**config.mk**
```make
export PLATFORM = sky130hd
export DESIGN_NAME = sipo_rx_ctrl
export DESIGN_NICKNAME = d
export VERILOG_FILES = /design/src/rtl/sipo_rx_pkg.sv /design/src/rtl/rx_shift_reg.sv /design/src/rtl/sipo_rx_ctrl.sv
export SDC_FILE = /design/constraint.sdc
export NUM_CORES = 1
export LEC_CHECK = 0
export CAP_MARGIN = 20
export CORE_ASPECT_RATIO = 1.4
export CORE_MARGIN = 1.5
export CORE_UTILIZATION = 50
export CTS_CLUSTER_SIZE = 16
export DETAILED_ROUTE_END_ITERATION = 8
export GPL_ROUTABILITY_DRIVEN = 1
export PLACE_DENSITY = 0.72
export SYNTH_ARGS = -nofsm -noshare
export SYNTH_HDL_FRONTEND = slang
export SYNTH_HIERARCHICAL = 1
export SYNTH_SLANG_ARGS = --single-unit
```
**constraint.sdc**
```tcl
create_clock -name clk -period 2.8 [get_ports clk]
set_input_delay 0.56 -clock clk [delete_from_list [all_inputs] [get_ports clk]]
set_output_delay 0.56 -clock clk [all_outputs]
set_load 0.02 [all_outputs]
```
**src/rtl/sipo_rx_pkg.sv**
```systemverilog
// Shared definitions for the serial-in / parallel-out receiver.
//   DefN    : default data bits per frame
//   DefDiv  : default clock cycles per serial bit
//   state_e : receiver FSM state encoding
package sipo_rx_pkg;

  localparam int unsigned DefN   = 10;
  localparam int unsigned DefDiv = 16;

  typedef enum logic [2:0] {
    StIdle,
    StStart,
    StShift,
    StStop,
    StWaitIdle
  } state_e;

endpackage

```
**src/rtl/rx_shift_reg.sv**
```systemverilog
// Data-bit holding register for the receiver.
// Each enabled cycle writes din into bit idx; clr zeroes the whole register.
//   clk  : clock (rising edge)
//   res  : synchronous active-low reset
//   clr  : synchronous clear (wins over en)
//   en   : write enable for bit idx
//   idx  : bit index to write
//   din  : serial data bit
//   q    : held data bits
module rx_shift_reg #(
  parameter int unsigned N  = 10,
  parameter int unsigned IW = (N > 1) ? $clog2(N) : 1
) (
  input  logic          clk,
  input  logic          res,
  input  logic          clr,
  input  logic          en,
  input  logic [IW-1:0] idx,
  input  logic          din,
  output logic [N-1:0]  q
);

  logic [N-1:0] data_q;

  always_ff @(posedge clk) begin
    if (!res) begin
      data_q <= '0;
    end else if (clr) begin
      data_q <= '0;
    end else if (en) begin
      data_q[idx] <= din;
    end
  end

  assign q = data_q;

endmodule

```
**src/rtl/sipo_rx_ctrl.sv**
```systemverilog
// Serial frame receiver: start bit, N data bits LSB first, stop bit.
// Each bit is sampled mid-cell, DIV cycles apart, after the start edge is seen.
//   clk       : clock (rising edge)
//   res       : synchronous active-low reset
//   rx        : asynchronous serial line, idle high
//   ack       : consumer accepts out while valid is high
//   out       : data of the last good frame
//   valid     : out holds an unconsumed frame
//   busy      : receiver is not idle
//   frame_err : one-cycle pulse after a bad stop bit
//   overrun   : one-cycle pulse when a good frame is dropped
module sipo_rx_ctrl
  import sipo_rx_pkg::*;
#(
  parameter int unsigned N   = DefN,
  parameter int unsigned DIV = DefDiv
) (
  input  logic         clk,
  input  logic         res,
  input  logic         rx,
  input  logic         ack,
  output logic [N-1:0] out,
  output logic         valid,
  output logic         busy,
  output logic         frame_err,
  output logic         overrun
);

  localparam int unsigned TW = $clog2(DIV);
  localparam int unsigned BW = $clog2(N + 1);
  localparam int unsigned IW = (N > 1) ? $clog2(N) : 1;

  localparam logic [TW-1:0] TickHalf = TW'(DIV / 2 - 1);
  localparam logic [TW-1:0] TickFull = TW'(DIV - 1);
  localparam logic [BW-1:0] BitLast  = BW'(N - 1);

  logic          sync1_q, rxs_q;
  state_e        state_q, state_d;
  logic [TW-1:0] tick_q, tick_d;
  logic [BW-1:0] bit_q, bit_d;
  logic [N-1:0]  out_q;
  logic          valid_q, ferr_q, ovr_q;
  logic          sr_clr, sr_en, good, bad;
  logic [N-1:0]  sr_q;

  rx_shift_reg #(
    .N  (N),
    .IW (IW)
  ) u_shift (
    .clk (clk),
    .res (res),
    .clr (sr_clr),
    .en  (sr_en),
    .idx (bit_q[IW-1:0]),
    .din (rxs_q),
    .q   (sr_q)
  );

  always_comb begin
    state_d = state_q;
    tick_d  = tick_q;
    bit_d   = bit_q;
    sr_clr  = 1'b0;
    sr_en   = 1'b0;
    good    = 1'b0;
    bad     = 1'b0;
    case (state_q)
      StIdle: begin
        if (!rxs_q) begin
          state_d = StStart;
          tick_d  = '0;
          sr_clr  = 1'b1;
        end
      end
      StStart: begin
        // Re-check the start bit in mid-cell; a high line here was a glitch.
        if (tick_q == TickHalf) begin
          tick_d  = '0;
          bit_d   = '0;
          state_d = rxs_q ? StIdle : StShift;
        end else begin
          tick_d = tick_q + TW'(1);
        end
      end
      StShift: begin
        if (tick_q == TickFull) begin
          tick_d = '0;
          sr_en  = 1'b1;
          if (bit_q == BitLast) begin
            bit_d   = '0;
            state_d = StStop;
          end else begin
            bit_d = bit_q + BW'(1);
          end
        end else begin
          tick_d = tick_q + TW'(1);
        end
      end
      StStop: begin
        if (tick_q == TickFull) begin
          tick_d = '0;
          if (rxs_q) begin
            good    = 1'b1;
            state_d = StIdle;
          end else begin
            bad     = 1'b1;
            state_d = StWaitIdle;
          end
        end else begin
          tick_d = tick_q + TW'(1);
        end
      end
      StWaitIdle: begin
        // A broken frame may leave the line low; wait for idle before re-arming.
        if (rxs_q) begin
          state_d = StIdle;
        end
      end
      default: state_d = StIdle;
    endcase
  end

  always_ff @(posedge clk) begin
    if (!res) begin
      sync1_q <= 1'b1;
      rxs_q   <= 1'b1;
      state_q <= StIdle;
      tick_q  <= '0;
      bit_q   <= '0;
      out_q   <= '0;
      valid_q <= 1'b0;
      ferr_q  <= 1'b0;
      ovr_q   <= 1'b0;
    end else begin
      sync1_q <= rx;
      rxs_q   <= sync1_q;
      state_q <= state_d;
      tick_q  <= tick_d;
      bit_q   <= bit_d;
      ferr_q  <= bad;
      // A same-cycle ack frees the holding register, so the new frame is kept.
      ovr_q   <= good && valid_q && !ack;
      if (good && (!valid_q || ack)) begin
        out_q   <= sr_q;
        valid_q <= 1'b1;
      end else if (ack && valid_q) begin
        valid_q <= 1'b0;
      end
    end
  end

  assign out       = out_q;
  assign valid     = valid_q;
  assign busy      = (state_q != StIdle);
  assign frame_err = ferr_q;
  assign overrun   = ovr_q;

endmodule
```
==> results of run 1 <==
-- report_power, final --
part | internal [mW] | leakage [nW] | switching, mW
logic | 0.0151 | 0.400 | 0.0208
registers | 0.514 | 0.290 | 0.00317
clock network | 0.314 | 0.0645 | 0.188
-- placed cells by master (no fill, tap or decap), drive strengths merged, types with 2 or more instances in the layout --
cell | synthesis | routed
nor2 | 8 | 8
nor3 | 2 | 2
nor3b | 4 | 4
buf | 6 | 3
a21oi | 4 | 4
nor2b | 6 | 6
nand2b | 6 | 6
ha | 3 | 3
o21a | 5 | 5
clkdlybuf4s50 | 0 | 17
nand4 | 3 | 3
and3 | 2 | 2
o21ai | 10 | 10
o22ai | 3 | 3
and3b | 2 | 2
nand2 | 36 | 36
nand3b | 4 | 4
a22oi | 3 | 3
dfxtp | 36 | 36
clkbuf | 7 | 7
nand3 | 14 | 14
mux2i | 11 | 11
-- sequential cells by signal (all words and copies together) (netlist names) --
signal,flops
bit_q,4
frame_err,1
out,10
overrun,1
rxs_q,1
state_q,3
sync1_q,1
tick_q,4
u_shift/q,10
valid,1
-- per-stage QoR --
stage | setup WS [ps] | area [sq um] | hold WS [ps]
2_1_floorplan | 1200 | 1690 | 386
3_3_place_gp | 798 | 1860 | 398
3_5_place_dp | 770 | 1860 | 399
4_1_cts | 453 | 1990 | 415
5_1_grt | 377 | 1990 | 424
6_report | 457 | 1990 | 412
-- cell type report --
| class | count | area (sq um) |
|---|---|---|
| fill | 283 | 1160 |
| multi-input combinational | 142 | 896 |
| sequential | 36 | 721 |
| timing repair buffer | 20 | 193 |
| clock buffer | 7 | 96.3 |
| tap | 39 | 48.8 |
| clock inverter | 1 | 30.0 |
| inverter | 1 | 3.75 |
-- worst register-to-register path, stage by stage (launching register included) --
cell and delay [ps]:
dfxtp_1 400, ha_1 320, nand4_1 170, nor3_1 410, nor3b_2 320, nand2_1 100, mux2i_1 130
-- worst paths after layout --
kind | end | cells after the start
max | busy | 2
min | rxs_q | 1
max reg2reg | u_shift/q[4] | 6
min reg2reg | rxs_q | 1
-- metal layers --
| layer | GRT usage | routed length (microns) | vias to the layer above |
|---|---|---|---|
| li1 | - | - | 693 |
| met4 | 0.117 | 104 | 0 |
| met5 | 0 | 0 | - |
| met3 | 0.0688 | 183 | 10 |
| met2 | 0.357 | 1840 | 42 |
| met1 | 0.227 | 1380 | 635 |
-- logic make-up after synthesis --
| family | Yosys count | share of synthesized area |
|---|---|---|
| xor gates and xnor gates | 1 | 0.00520 |
| AOI/OAI and AO/OA | 32 | 0.134 |
| and+or+nand+nor | 95 | 0.305 |
| adders and majority gates | 3 | 0.0223 |
| buffers and inverters | 14 | 0.0408 |
| DFF | 36 | 0.428 |
| muxes | 11 | 0.0653 |
==> results.md, run 1 <==
- Status: finished, final reports clean
- Starting DRT DRC Count: 24
- Hold path startpoint: sync1_q
- WP data required: 2240 ps
- Warnings from Yosys: 6
- Row cnt: 24
- Final core utilization: 0.631
- Die Y: 71.7 microns
- Delay-heaviest family, CP: buffers and inverters
- Area Growth Syn to Fin: 18.0%
- Largest cells by area after synthesis: dfxtp_1 43%, nand2_1 8.0%, mux2i_1 6.5%
- Crit. End Element: primary output
- Post-Syn Area: 1690 sq um
- Post-CTS resize count: 0
- GR Overflow Total: 0
- Least-Margin Pin Slew: 474 ps
- Clock Skews: 5.82 ps
- Antenna viol nets, final: 0
- CP Launch Type: flop
- Port Buffers: 17
- Ys async rst share: 0
- Cells after synthesis: 192
- Setup violations, final: 0
- Crit path max fanout: 14
- Largest stage delay, worst path: 550 ps
- Tot GR Track Use: 0.212
- Routed via count: 1380
- I/O pin count: 18
- Share of layout cells above drive strength 1: 0.0966
- Antenna violations before repair: 0
- Lkg Pwr: 0.755 nW
- Worst path cell trace: or3_2, clkdlybuf4s50_1
- CTS H-tree lvls: 2
- Critical path class: flop to primary output
- # diodes: 0
- CTS Buf Count: 5
- Vias in the first global route: 1378
- Ys flop type: dfxtp_1
- Drc violations: 0
- Syn_nets: 199
- Pwr/cell area: 531 nW/um^2
- Reg2reg setup slack: 830 ps
- Average size of a mapped cell: 8.78 sq um
- CP bufs+invs: 1
- CTS sink count: 36
- Nets: 213
- Crit path time final: 2340 ps
- Largest net degree at the start of global routing: 38
- Dpl hpwl: 2460 microns
- VDD IR max: 0.509 mV
- Hold_buf cts: 0
- Fin. Hold Viols: 0
- Max Clock Freq: 0.427 GHz
- RSZ-0062 raised after global routing: no
- Die span in x: 52.1 microns
- CTS tree: built
- Hold Crit Class: flop to flop
- Maxcap violations: 0
- Slew Limit Fails: 0
- Largest area contributor in the netlist: dfxtp_1
- Die footprint: 3730 sq um
- Clk root buf: clkbuf_8
- Drt via density: 5.61
- Tot Pwr: 1.06 mW
- Layout Cells excl Fill: 246
- Number of flops mapped to enable cells by yosys: 0
- RD Place Congestion: 0.769
- Initial Util: 0.535
- Arrival time at the worst endpoint: 1780 ps
- Fin crit share: 0.837
- Dpl cells: 238
- Sequential fraction of the synthesis area: 0.428
- Core area: 3150 sq um
- DR WL/cell: 14.3 microns
- Area share of the largest cell type after synthesis: 0.428
- Yosys reg bits: 36
- Worst-case headroom to the max-slew limit: 0.682
- Clk slew on worst S/H paths: 70 ps
- Final setup TNS: 0 ps
- Slowest cell on crit path: clkdlybuf4s50_1
- Setup crit start: state_q[1]
- Post-CTS Setup Inserts: 0
- Detailed Routing Iterations Pass 1: 4
- First-pass GRT wire length: 5920 microns
- Max Root-Sink Buffers: 2
- Routed wire length: 3510 microns
- Clk_lat worst skew: 290 ps
- Most frequent cells after synthesis: 36 x dfxtp_1, 36 x nand2_1, 14 x nand3_1, 11 x mux2i_1
- R2r startpoint: tick_q[0]
- Post-synth cell types: 44
Note: power is estimated with default switching activity, not from simulation.
==> inputs of run 2 (changes only) <==
--- a/config.mk
+++ b/config.mk
@@ -12,7 +12,7 @@
 export CTS_CLUSTER_SIZE = 16
 export DETAILED_ROUTE_END_ITERATION = 8
 export GPL_ROUTABILITY_DRIVEN = 1
-export PLACE_DENSITY = 0.72
+export PLACE_DENSITY = 0.75
 export SYNTH_ARGS = -nofsm -noshare
 export SYNTH_HDL_FRONTEND = slang
 export SYNTH_HIERARCHICAL = 1
==> constraint.sdc (replaced) <==
create_clock -name clk -period 2.1 [get_ports clk]
set_input_delay 0.42 -clock clk [delete_from_list [all_inputs] [get_ports clk]]
set_output_delay 0.42 -clock clk [all_outputs]
set_load 0.02 [all_outputs]
==> run 2 against run 1 <==
Global-route usage rose by 0.64 points. Critical endpoint unchanged. Routed wire length rose by 0.26%. Flip-flop and latch count did not move. Register-to-register slack got worse by 530 ps. Highest routed layer unchanged. Final cell count rose by 2.0%.
==> results.md, run 2 (same netlist as run 1, synthesis figures left out) <==
- Share of layout cells above drive strength 1: 0.118
- Fin crit share: 0.940
- Post-CTS resize count: 1
- Critical path class: flop to primary output
- Crit path max fanout: 12
- Clock Skews: 7.91 ps
- Hold Slack: 402 ps
- Setup violations, final: 0
- Drc violations: 0
- Arrival time at the worst endpoint: 1550 ps
- Most frequent cells in the layout: 36 x nand2_1, 36 x dfxtp_1, 16 x clkdlybuf4s50_1, 14 x nand3_1, 11 x mux2i_1
- # diodes: 0
- Crit. End Element: primary output
- Crit path time final: 1970 ps
- Final setup TNS: 0 ps
- CTS Buf Count: 5
- Dpl hpwl: 2520 microns
- CTS tree: built
- Die footprint: 3730 sq um
- CTS sink count: 36
- Slew Limit Fails: 0
- VDD IR max: 0.575 mV
- Dpl cells: 243
- Worst-case headroom to the max-slew limit: 0.715
- Layout Cells excl Fill: 251
- Pwr/cell area: 622 nW/um^2
- RSZ-0062 raised after global routing: no
- Lkg Pwr: 0.762 nW
- Fin. Hold Viols: 0
- Die span in x: 52.1 microns
- Antenna viol nets, final: 0
- Detailed Routing Iterations Pass 1: 4
- Clk_lat worst skew: 300 ps
- I/O pin count: 18
- Initial Util: 0.535
- Tot GR Track Use: 0.218
- Max Root-Sink Buffers: 2
- Max Clock Freq: 0.507 GHz
- CTS H-tree lvls: 2
- Final core utilization: 0.631
- WP data required: 1680 ps
- Die Y: 71.7 microns
- Routed via count: 1385
- Largest net degree at the start of global routing: 21
- DR WL/cell: 14.0 microns
- Area Growth Syn to Fin: 18.1%
- Maxcap violations: 0
- RD Place Congestion: 0.784
- Nets: 218
- Hold_buf cts: 0
- Core area: 3150 sq um
- Clk slew on worst S/H paths: 80 ps
- Least-Margin Pin Slew: 425 ps
- Routed wire length: 3520 microns
- Antenna violations before repair: 0
- Post-CTS Setup Inserts: 0
- GR Overflow Total: 0
- Starting DRT DRC Count: 37
- CP Launch Type: flop
- Vias in the first global route: 1399
- Drt via density: 5.52
- First-pass GRT wire length: 6080 microns
- Clk root buf: clkbuf_8
- Status: finished, final reports clean
- Row cnt: 24
- Port Buffers: 17
- Hold Crit Class: flop to flop
-- run 2: cell count changes in the layout (fill, tap and decap cells not counted) --
| cell | change |
|---|---|
| clkinvlp_4 | +2 |
| clkbuf_8 | -2 |
| dlygate4sd2_1 | +1 |
| bufinv_16 | -1 |
| clkdlybuf4s50_1 | -1 |
| clkinv_4 | +1 |
| buf_4 | +5 |
-- run 2: stage by stage --
stage | power [mW] | instance area (sq um) | setup WS (ps)
2_1_floorplan | 0.738 | 1690 | 500
3_3_place_gp | 0.752 | 1900 | 267
3_5_place_dp | 0.754 | 1900 | 224
4_1_cts | 1.25 | 1990 | 117
5_1_grt | 1.29 | 1990 | 57.8
6_report | 1.24 | 1990 | 126
-- run 2: power by group --
part | total [mW] | leakage [nW] | switching (mW) | internal, mW
logic | 0.0486 | 0.431 | 0.0277 | 0.0209
clock network | 0.501 | 0.0404 | 0.266 | 0.235
registers | 0.690 | 0.290 | 0.00447 | 0.685
-- run 2: path summary, 6_finish.rpt --
kind	from	to	slack (ps)	depth (start not counted)
worst max-delay path	state_q[0]	busy	130	2
worst min register to register	sync1_q	rxs_q	400	1
worst min-delay path	sync1_q	rxs_q	400	1
worst max register to register	tick_q[3]	u_shift/q[4]	300	5
-- run 2: layout make-up --
type | instances | area, sq um
fillers | 276 | 1160
multi-input cells | 142 | 896
flip-flops and latches | 36 | 721
repair buffers | 25 | 229
clock buffers | 5 | 68.8
well taps | 39 | 48.8
clock inverters | 3 | 23.8
inverters | 1 | 3.75
-- run 2: worst max-delay path: stages (launching register included) --
cell	delay [ps]
dfxtp_1	410
or3_2	520
dlygate4sd2_1	330
-- run 2: layer usage --
metal,vias up,global-route usage,part of all wire
li1,704,-,-
met1,652,0.226,0.41
met2,23,0.399,0.53
met3,6,0.0604,0.040
met4,0,0.0877,0.018
met5,-,0,0
